**src/rtl/bist_sequencer.sv**
```systemverilog
// BIST sequencer: LFSR pattern source driving a CUT, MISR compaction of its
// response, and a pass/fail verdict against a golden signature after N_PAT patterns.
module bist_sequencer #(
    parameter int          IN_W   = 16,
    parameter int          OUT_W  = 16,
    parameter int          N_PAT  = 256,
    parameter int          SETTLE = 2,
    parameter logic [15:0] SEED   = 16'hACE1,
    parameter logic [15:0] GOLDEN = 16'h0000
) (
    input  logic             clk,
    input  logic             rst,
    input  logic             start,
    input  logic             abort,
    output logic [IN_W-1:0]  cut_in,
    input  logic [OUT_W-1:0] cut_out,
    output logic             busy,
    output logic             done,
    output logic             pass,
    output logic [15:0]      signature,
    output logic [15:0]      pat_cnt
);

    typedef enum logic [2:0] {
        S_IDLE, S_INIT, S_SETTLE, S_CAPTURE, S_DONE
    } state_t;

    localparam logic [7:0]  SETTLE_LAST = 8'(SETTLE - 1);
    localparam logic [15:0] N_PAT_W     = 16'(N_PAT);

    state_t      r_state, w_next;
    logic [15:0] r_lfsr, r_misr, r_pat_cnt;
    logic [7:0]  r_settle;
    logic        r_pass;

    logic [15:0] w_cut_ext, w_misr_nxt, w_lfsr_nxt, w_cnt_nxt;
    logic        w_last;

    always_comb begin
        w_cut_ext = '0;
        w_cut_ext[OUT_W-1:0] = cut_out;
    end

    assign w_misr_nxt = {r_misr[14:0], 1'b0} ^ (r_misr[15] ? 16'h1021 : 16'h0000) ^ w_cut_ext;
    assign w_lfsr_nxt = (r_lfsr >> 1) ^ (r_lfsr[0] ? 16'hB400 : 16'h0000);
    assign w_cnt_nxt  = r_pat_cnt + 16'd1;
    assign w_last     = (w_cnt_nxt == N_PAT_W);

    always_ff @(posedge clk or posedge rst) begin
        if (rst) r_state <= S_IDLE;
        else     r_state <= w_next;
    end

    // abort outranks everything except in IDLE, where only start is sampled
    always_comb begin
        w_next = r_state;
        case (r_state)
            S_IDLE:    if (start) w_next = S_INIT;
            S_INIT:    w_next = abort ? S_IDLE : S_SETTLE;
            S_SETTLE:  if (abort) w_next = S_IDLE;
                       else if (r_settle == SETTLE_LAST) w_next = S_CAPTURE;
            S_CAPTURE: if (abort) w_next = S_IDLE;
                       else w_next = w_last ? S_DONE : S_SETTLE;
            S_DONE:    if (abort) w_next = S_IDLE;
                       else if (start) w_next = S_INIT;
            default:   w_next = S_IDLE;
        endcase
    end

    always_comb begin
        busy = (r_state == S_INIT) || (r_state == S_SETTLE) || (r_state == S_CAPTURE);
        done = (r_state == S_DONE);
    end

    // Datapath freezes on abort so a cancelled run's progress stays observable.
    always_ff @(posedge clk or posedge rst) begin
        if (rst) begin
            r_lfsr    <= SEED;
            r_misr    <= '0;
            r_pat_cnt <= '0;
            r_settle  <= '0;
            r_pass    <= 1'b0;
        end else begin
            if (w_next != S_DONE)
                r_pass <= 1'b0;
            else if (r_state == S_CAPTURE)
                r_pass <= (w_misr_nxt == GOLDEN);

            if (!abort) begin
                case (r_state)
                    S_INIT: begin
                        r_lfsr    <= SEED;
                        r_misr    <= '0;
                        r_pat_cnt <= '0;
                        r_settle  <= '0;
                    end
                    S_SETTLE:  r_settle <= r_settle + 8'd1;
                    S_CAPTURE: begin
                        r_lfsr    <= w_lfsr_nxt;
                        r_misr    <= w_misr_nxt;
                        r_pat_cnt <= w_cnt_nxt;
                        r_settle  <= '0;
                    end
                    default: ;
                endcase
            end
        end
    end

    assign cut_in    = r_lfsr[IN_W-1:0];
    assign signature = r_misr;
    assign pat_cnt   = r_pat_cnt;
    assign pass      = r_pass;

endmodule

```
**config.mk**
```make
export PLATFORM = sky130hd
export DESIGN_NAME = bist_sequencer
export DESIGN_NICKNAME = d
export VERILOG_FILES = /design/src/rtl/bist_sequencer.sv
export SDC_FILE = /design/constraint.sdc
export NUM_CORES = 1
export LEC_CHECK = 0
export ABC_AREA = 0
export CAP_MARGIN = 40
export CORE_ASPECT_RATIO = 0.5
export CORE_MARGIN = 1
export CORE_UTILIZATION = 50
export DETAILED_ROUTE_END_ITERATION = 7
export PLACE_DENSITY = 0.8
export SKIP_CTS_REPAIR_TIMING = 1
export SYNTH_ARGS = -nofsm -noshare
export SYNTH_HDL_FRONTEND = slang
export SYNTH_SLANG_ARGS = --single-unit
export TNS_END_PERCENT = 20
```
**constraint.sdc**
```tcl
create_clock -name clk -period 2.5 [get_ports clk]
set_clock_uncertainty 0.1 [all_clocks]
set_input_delay 0.75 -clock clk [delete_from_list [all_inputs] [get_ports clk]]
set_output_delay 0.75 -clock clk [all_outputs]
set_load 0.02 [all_outputs]
```
# == Word-level counts from Yosys, hierarchy flattened ==
# Index checks and enable logic that the tools add are counted.
# W data, S select, Z words.
# word_totals
regBits,60
inputBits,20
out_inout_bits,51
# op_classes
add_sub_neg,2
n_eq_ne,7
mux,16
bitwise,4
reduce_logical,10
# op_table
operator,count
$pmux W16 S2,3
$mux W3,6
$add A16 B1 Y16 const B,1
$eq A16 B9 Y1 const B,1
$logic_not A16 Y1,1
$mux W16,1
$pmux W8 S2,1
$xor A15 B16 Y16,1
$xor A16 B13 Y16,1
$xor A16 B16 Y16,1
$pmux W3 S5,1
$mux W13,1
$add A8 B1 Y8 const B,1
$eq A8 B1 Y1 const B,1
$eq A3 B2 Y1 const B,2
$reduce_bool A2 Y1,3
$reduce_and A2 Y1,2
$eq A3 B1 Y1 const B,1
$eq A3 B3 Y1 const B,1
$logic_not A3 Y1,1
$ne A3 B3 Y1 const B,1
$logic_or A1 B1 Y1,2
$mux W1,2
$mux W2,1
other kinds (2),2

# == Longest topological paths before layout ==
# Gate-level depths: netlist of the first run.
# depth
depth_word,7
mapped_depth,7
ltp_nobuf,7

# == Worst setup path before layout of the first run ==
# No wires, ideal clock.
# synth_timing
path_kind,reg-to-reg
startpoint,"reg r_pat_cnt[4], in the netlist pat_cnt[4]"
endpoint,reg r_state[1]
arrival_ns,1.853
required_time_ns,2.281
slack_ns,0.428
stages_incl_launch_ff,6
n_path_buf,0
period_less_slack_ns,2.072
path_cell_list,dfrtp_1 -> nand3_4 -> or4_4 -> a2111oi_4 -> o21ai_1 -> o21a_1
# synth_between
elab_chain_cells,5
# synth_lines
element,line_no,source
from (decl),32,"logic [15:0] r_lfsr, r_misr, r_pat_cnt;"
from (signal assigned),101,r_pat_cnt <= w_cnt_nxt;
$add A16 B1 Y16,46,assign w_cnt_nxt = r_pat_cnt + 16'd1;
$eq A16 B9 Y1,47,assign w_last = (w_cnt_nxt == N_PAT_W);
$mux W3,63,else w_next = w_last ? S_DONE : S_SETTLE;
$mux W3,62,S_CAPTURE: if (abort) w_next = S_IDLE;
$pmux W3 S5,57,case (r_state)
via w_next[1],31,"state_t r_state, w_next;"
to (signal assigned),51,else r_state <= w_next;
to (decl),31,
# The timed path passes the listed nets, and every way through them passes these cells.
# A chain may end at the register's enable or synchronous reset.

# == Final worst setup path of the first run ==
# layout_timing
startpoint,"reg r_lfsr[0], in the netlist cut_in[0]"
endpoint,out cut_in[0]
# layout_rtl
element,line_no,source
from (decl),32,
from (signal assigned),99,r_lfsr <= w_lfsr_nxt;
to (decl),15,"output logic [IN_W-1:0] cut_in,"
# No word-level cell between the ends.

==> parameters.txt, run 1 <==
Parameter                              Value

Status
  Run status    finished with violations
  Violated checks    DRC

Hold path
  Worst Min Path Start    r_settle[7]$_DFFE_PP0P_
  Hold Path Class    flip-flop to flip-flop

Synth
  Syn_nets    roughly 320
  Arithmetic-cell share of the synthesized area counting full adders, half adders and majority gates    0.01241
  Fraction of registers with async set or reset after synthesis    1.000
  Number of flip-flops and latches in the synthesized netlist    60
  Main combinational cell family by area after synthesis    compound AO/OA/AOI/OAI gates
  Multiplexer share of the synthesized area    0.007031
  Compound-gate portion of the synthesized area    0.1985
  Xor and xnor area share after synthesis    0.08106
  Synth warnings    0
  Instance count of the mapped netlist    ~300
  Yosys cell types    between 40 and 50
  Register area share after synthesis    0.4996
  Mapped Area    3025 um2
  Simple-gate share of the synthesized area    0.1729
  Prevailing post-synth register cell    sky130_fd_sc_hd__dfrtp_1
  EDFF count, synth    0
  Mean cell area of the mapped netlist    slightly above 10 um2

Clock network
  Clock-pin slew on the worst setup and hold paths    approximately 0.06 ns
  Latest clock arrival within the worst-skew pair    0.33 ns
  Buffer cell driving the clock tree root    sky130_fd_sc_hd__clkbuf_16
  Clock Tree Buf Depth    2
  Number of H-tree levels    3
  TritonCTS Buffers    9
  Count of clock tree sinks    60
  TritonCTS clock tree    done

Layout
  Nets@finish    about 400
  Post-synthesis to final-layout area growth    38.67%
  Diodes inserted    0
  Layout cells sized above 1    0.1342
  Commonest cells after routing, fill and taps aside    sky130_fd_sc_hd__clkdlybuf4s50_1 (69), sky130_fd_sc_hd__dfrtp_1 (52), sky130_fd_sc_hd__o21ai_0 (28)
  Most common library cell in the layout ignoring fill and taps    sky130_fd_sc_hd__clkdlybuf4s50_1

Detailed routing
  Detailed-route wire length    roughly 7900 um
  Number of iterations in the first detailed-routing pass    7
  Residual DRC count    2
  Post-DRT Antenna Nets    0
  Average vias per placed instance    roughly 6
  Detailed router's first-iteration violation count    roughly 230
  Routed vias    between 2000 and 3000
  Wire length per cell after detailed routing    around 17 um

GRT
  Initial antenna violation count    0
  First-pass GRT wire length    12850 um
  Remaining global-route overflow    0
  Total global routing track utilization    0.2608
  Largest net degree at the start of global routing    30
  Number of global-route vias before repair    around 2700

Power and ir drop
  Peak VDD IR    0.6145 mV
  Leakage dissipation    1.771 nW
  Total power draw    roughly 3.3 mW
  Pwr per Cell Area    approximately 800 nW/um2

Worst setup path
  Critical path buffer and inverter count    1
  Data arrival at the endpoint of the critical path    ~1.6 ns
  Cell-by-cell trace of the critical path    clkdlybuf4s50_1
  Critical path's top delay family    buffers and inverters
  Required @ worst endpoint    ~1.7 ns
  Worst stage delay on the critical path    around 0.64 ns
  Origin of the worst setup path    cut_in[0]$_DFFE_PP1P_
  Crit path max fanout    6
  Startpoint of the lowest-slack register-to-register path    pat_cnt[0]$_DFFE_PP0P_
  Cell with the largest stage delay on the worst path    sky130_fd_sc_hd__clkdlybuf4s50_1
  Startpoint type of the worst setup path    flip-flop
  Setup crit end kind    primary output
  Start-to-end type of the worst setup path    flip-flop to primary output

Floorplanning
  Initial standard-cell utilization of the core    0.5347
  Boundary Pins    71
  Total die area    6385 um2
  Chip width    112.0 um
  DIE HEIGHT    57.01 um
  Area of the core    between 5000 and 6000 um2
  Placement row count    19

STA
  Setup violations, final    0
  Transition time of the tightest slew-check pin    about 0.5 ns
  Post-route clock period utilization    0.9667
  Final hold slack    0.3937 ns
  Total count of hold-check failures in the final report    0
  Max frequency    slightly above 0.4 GHz
  RSZ-0062 raised after global routing    false
  Max-slew violations    0
  Tmin final    about 2.4 ns
  Worst relative slew slack    0.6635

Job
  Max Cap Violations    0

Placed design
  Buffers added on ports    70
  Placed wire-length estimate after detailed placement    5488 um
  Final Wtd Congestion    about 0.95
==> layer usage <==
layer | routed length, um | global-route usage | vias to the layer above
li1 | - | - | 1251
met1 | 3465 | 0.3501 | 1324
met2 | 3790 | 0.4126 | 101
met3 | 551 | 0.07226 | 15
met4 | 104 | 0.09714 | 0
met5 | 0 | 0 | -
==> final timing paths <==
check	end	slack [ns]	cells after the start
hold / removal	r_settle[7]$_DFFE_PP0P_	0.39	1
setup reg to reg	pass$_DFFE_PP0P_	0.26	6
max in group asynchronous	r_settle[7]$_DFFE_PP0P_	1.08	3
hold reg to reg	r_settle[7]$_DFFE_PP0P_	0.39	1
setup / recovery	cut_in[0]	0.08	1
min in group asynchronous	cut_in[14]$_DFFE_PP0P_	0.69	2
==> where the power goes <==
part | switching (mW) | internal, mW | total, mW | leakage, nW
Combinational | 0.397 | 0.404 | 0.801 | 0.829
Clock | 0.461 | 0.775 | 1.24 | 0.150
Sequential | 0.148 | 1.12 | 1.27 | 0.792
==> kinds of logic (layout without fill, tap and decap cells) <==
logic type | after synthesis | after routing
xor gates and xnor gates | 28 | 28
DFF | 60 | 60
adders and majority gates | 3 | 3
AOI/OAI and AO/OA | 83 | 83
buffers and inverters | 21 | 105
and+or+nand+nor | 99 | 99
muxes | 2 | 2
==> registers in the layout, summed over array words and instances, names as in the netlist <==
signal	count
cut_in	16
pat_cnt	16
signature	16
r_settle	8
r_state	3
pass	1
==> area by class of cell <==
class | instances | area, um2
clock buffers | 9 | 225.2
clock inverters | 7 | 75.07
fillers | 399 | 1463
inverters | 3 | 11.26
multi-input cells | 215 | 1433
flip-flops and latches | 60 | 1511
well taps | 73 | 91.34
repair buffers | 86 | 848.3
==> per-stage QoR <==
stage            util  setup TNS, ns  area (um2)  setup WS (ns)  instances
2_1_floorplan       -              0        3025         0.1785        296
4_1_cts        0.7406        -0.1291        4190        -0.1291        453
6_report       0.7415              0        4195        0.08316        453
3_5_place_dp   0.6875        -0.1470        3890       -0.07044        437
3_3_place_gp   0.6875       -0.04282        3890       -0.04282        437
5_1_grt        0.7415              0        4195        0.03928        453
==> Yosys cell counts, types with 4 or more instances <==
cell type,count,share of area
sky130_fd_sc_hd__a21oi_1,4,0.0066
sky130_fd_sc_hd__nor2_1,24,0.030
sky130_fd_sc_hd__a22o_1,25,0.072
sky130_fd_sc_hd__nor3_1,7,0.012
sky130_fd_sc_hd__nor4_1,6,0.012
sky130_fd_sc_hd__o22a_1,6,0.017
sky130_fd_sc_hd__nand4_1,8,0.017
sky130_fd_sc_hd__o21ai_0,28,0.046
sky130_fd_sc_hd__nand2_1,26,0.032
sky130_fd_sc_hd__nand3_1,6,0.0099
sky130_fd_sc_hd__clkbuf_1,16,0.020
sky130_fd_sc_hd__xor2_1,19,0.055
sky130_fd_sc_hd__dfstp_2,8,0.069
sky130_fd_sc_hd__xnor2_1,9,0.026
sky130_fd_sc_hd__dfrtp_1,52,0.43
sky130_fd_sc_hd__a31oi_1,5,0.010
Note: power is estimated with default switching activity, not from simulation.
==> run 2, diff against run 1 <==
--- a/config.mk
+++ b/config.mk
@@ -8,11 +8,11 @@
 export ABC_AREA = 0
 export CAP_MARGIN = 40
 export CORE_ASPECT_RATIO = 0.5
-export CORE_MARGIN = 1
+export CORE_MARGIN = 2
 export CORE_UTILIZATION = 50
 export DETAILED_ROUTE_END_ITERATION = 7
 export PLACE_DENSITY = 0.8
-export SKIP_CTS_REPAIR_TIMING = 1
+export SLEW_MARGIN = 30
 export SYNTH_ARGS = -nofsm -noshare
 export SYNTH_HDL_FRONTEND = slang
 export SYNTH_SLANG_ARGS = --single-unit
==> run 2 against run 1 <==
  * The run now ends clean
  * Total power down 3.7%
  * Sequential power about the same
  * Global-route usage down 1.6 points
  * Maximum frequency up 0.86%
  * Critical path depth unchanged
  * Final area down 1.0%
  * Routed wire length down 1.3%
  * Via count down 0.93%
==> parameters.txt, run 2 (synthesized netlist as in run 1, its figures left out) <==
Parameter                              Value

Layout
  Most common library cell in the layout ignoring fill and taps    sky130_fd_sc_hd__clkdlybuf4s50_1
  Number of standard cells in the final layout excluding fillers    452 (-0.22%)
  Commonest cells after routing, fill and taps aside    sky130_fd_sc_hd__clkdlybuf4s50_1 (69), sky130_fd_sc_hd__dfrtp_1 (52), sky130_fd_sc_hd__o21ai_0 (28)
  Nets@finish    397 (-0.25%)
  Diodes inserted    0 (unchanged)
  Cell area after layout    4153 um2 (-1.0%)
  Layout cells sized above 1    0.1240 (-0.01020)
  Final core utilization    0.7340 (-0.007519)
  Post-synthesis to final-layout area growth    37.26%

Status
  Run status    finished clean

Worst setup path
  Required @ worst endpoint    1.65 ns (about the same)
  Setup crit end kind    primary output
  Start-to-end type of the worst setup path    flip-flop to primary output
  Critical path's top delay family    buffers and inverters
  Startpoint type of the worst setup path    flip-flop
  Worst stage delay on the critical path    0.62 ns (-0.02 ns)
  Cell with the largest stage delay on the worst path    sky130_fd_sc_hd__clkdlybuf4s50_1
  Crit path max fanout    6 (unchanged)
  Critical path buffer and inverter count    1 (unchanged)
  Cell-by-cell trace of the critical path    clkdlybuf4s50_1
  Data arrival at the endpoint of the critical path    1.55 ns (-0.02 ns)

GRT
  Initial antenna violation count    0 (unchanged)
  Remaining global-route overflow    0 (unchanged)
  First-pass GRT wire length    12700 um (-1.2%)
  Largest net degree at the start of global routing    61 (+100%)
  Total global routing track utilization    0.2447 (-0.01610)
  Number of global-route vias before repair    2530 (-4.8%)

Detailed routing
  Routed wl met3    501 um (-9.1%)
  Residual DRC count    0 (-2)
  Post-DRT Antenna Nets    0 (unchanged)
  Wire length per cell after detailed routing    17.28 um (-1.1%)
  Average vias per placed instance    5.898 (-0.71%)
  Routed length on met2    3706 um (-2.2%)
  Detailed-routing wirelength on met1    3470 um (+0.14%)
  Detailed-route wire length    7810 um (-1.3%)
  Detailed router's first-iteration violation count    247 (+8.3%)
  Routed vias    2666 (-0.93%)
  Number of iterations in the first detailed-routing pass    4 (-3)
  Highest signal layer in the routed design    met4

STA
  Transition time of the tightest slew-check pin    0.4364 ns (-0.06758 ns)
  Post-route clock period utilization    0.9585 (-0.008225)
  Setup violations, final    0 (unchanged)
  RSZ-0062 raised after global routing    false
  Total count of hold-check failures in the final report    0 (unchanged)
  Max-slew violations    0 (unchanged)
  Final hold slack    0.3817 ns (-0.01197 ns)
  Worst Slack Setup Final    0.1037 ns (+0.02056 ns)
  Tmin final    2.396 ns (-0.02056 ns)
  Final-layout setup total negative slack    0 ns (unchanged)
  Worst relative slew slack    0.7064 (+0.04286)
  Max frequency    0.4173 GHz (+0.86%)

Clock network
  Clock Tree Buf Depth    2 (unchanged)
  Count of clock tree sinks    60 (unchanged)
  Latest clock arrival within the worst-skew pair    0.33 ns (about the same)
  Post-cts hold buffer count    0
  Number of H-tree levels    3 (unchanged)
  TritonCTS clock tree    done
  Clock-pin slew on the worst setup and hold paths    0.05 ns (about the same)
  Buffer cell driving the clock tree root    sky130_fd_sc_hd__clkbuf_16
  TritonCTS Buffers    9 (unchanged)

Placed design
  Total instance count after detailed placement    436 (-0.23%)
  Buffers added on ports    70 (unchanged)
  Placed wire-length estimate after detailed placement    5388 um (-1.8%)
  Worst slack at placement    -0.07811 ns (-0.007673 ns)
  DP Area    3882 um2 (-0.19%)
  Final Wtd Congestion    0.9367 (-1.1%)

Power and ir drop
  Peak VDD IR    0.4920 mV (-20%)
  Pwr per Cell Area    767.4 nW/um2 (-2.7%)
  Total power draw    3.187 mW (-3.7%)
  Leakage dissipation    1.735 nW (-2.1%)

Floorplanning
  Total die area    6727 um2 (+5.4%)
  Area of the core    5658 um2 (unchanged)
  Chip width    114.0 um (+1.8%)
  Placement row count    19 (unchanged)
  Initial standard-cell utilization of the core    0.5347 (unchanged)
  Boundary Pins    71 (unchanged)
  DIE HEIGHT    59.01 um (+3.5%)

Hold path
  Hold Path Class    flip-flop to flip-flop

Job
  Max Cap Violations    0 (unchanged)
==> run 2: changes by cell type in the layout (fill, tap and decap cells not counted) <==
| cell | previous run | this run |
|---|---|---|
| sky130_fd_sc_hd__inv_6 | 1 | 0 |
| sky130_fd_sc_hd__clkinvlp_4 | 0 | 2 |
| sky130_fd_sc_hd__clkbuf_1 | 0 | 2 |
| sky130_fd_sc_hd__clkinv_4 | 3 | 0 |
| sky130_fd_sc_hd__nor2_1 | 22 | 23 |
| sky130_fd_sc_hd__dlygate4sd2_1 | 0 | 1 |
| sky130_fd_sc_hd__nor2_2 | 2 | 1 |
| sky130_fd_sc_hd__clkbuf_8 | 0 | 1 |
| sky130_fd_sc_hd__buf_4 | 14 | 13 |
| sky130_fd_sc_hd__bufinv_16 | 1 | 0 |
| sky130_fd_sc_hd__dlymetal6s2s_1 | 1 | 0 |
==> run 2: cell type report <==
type / count / area [um2]
fill: 403 / 1505
sequential: 60 / 1511
inverter: 3 / 11.26
timing repair buffer: 85 / 837.1
clock buffer: 12 / 246.5
clock inverter: 4 / 25.02
multi-input combinational: 215 / 1430
tap: 73 / 91.34
==> run 2: final timing paths <==
path	start	to	slack, ns	cells past startpoint
max in group asynchronous	rst	cut_in[6]$_DFFE_PP1P_	1.27	3
min reg2reg	r_settle[7]$_DFFE_PP0P_	r_settle[7]$_DFFE_PP0P_	0.38	1
max reg2reg	pat_cnt[0]$_DFFE_PP0P_	pass$_DFFE_PP0P_	0.28	6
max	cut_in[0]$_DFFE_PP1P_	cut_in[0]	0.10	1
min	r_settle[7]$_DFFE_PP0P_	r_settle[7]$_DFFE_PP0P_	0.38	1
min in group asynchronous	rst	signature[2]$_DFFE_PP0P_	0.72	3
==> run 2: power by group <==
part | internal [mW] | switching [mW] | total (mW)
clock network | 0.693 | 0.417 | 1.11
logic | 0.405 | 0.398 | 0.803
registers | 1.12 | 0.149 | 1.27
total | 2.22 | 0.965 | 3.19
==> run 2: timing repair <==
action,CTS,global route
endpoints found under the setup margin,1,0
buffers inserted,0,0
resized for setup,1,0
==> run 2: routing by layer <==
metal  vias to the layer above  global-route usage
li1                       1243                   -
met1                      1313              0.3434
met2                        96              0.3673
met3                        14             0.06544
met4                         0             0.09930
met5                         -                   0
==> run 3, diff against run 2 <==
--- a/config.mk
+++ b/config.mk
@@ -6,7 +6,7 @@
 export NUM_CORES = 1
 export LEC_CHECK = 0
 export ABC_AREA = 0
-export CAP_MARGIN = 40
+export CAP_MARGIN = 20
 export CORE_ASPECT_RATIO = 0.5
 export CORE_MARGIN = 2
 export CORE_UTILIZATION = 50
==> results of run 3 <==
Same layout as run 2: the final DEF is identical, and so are final timing and power.
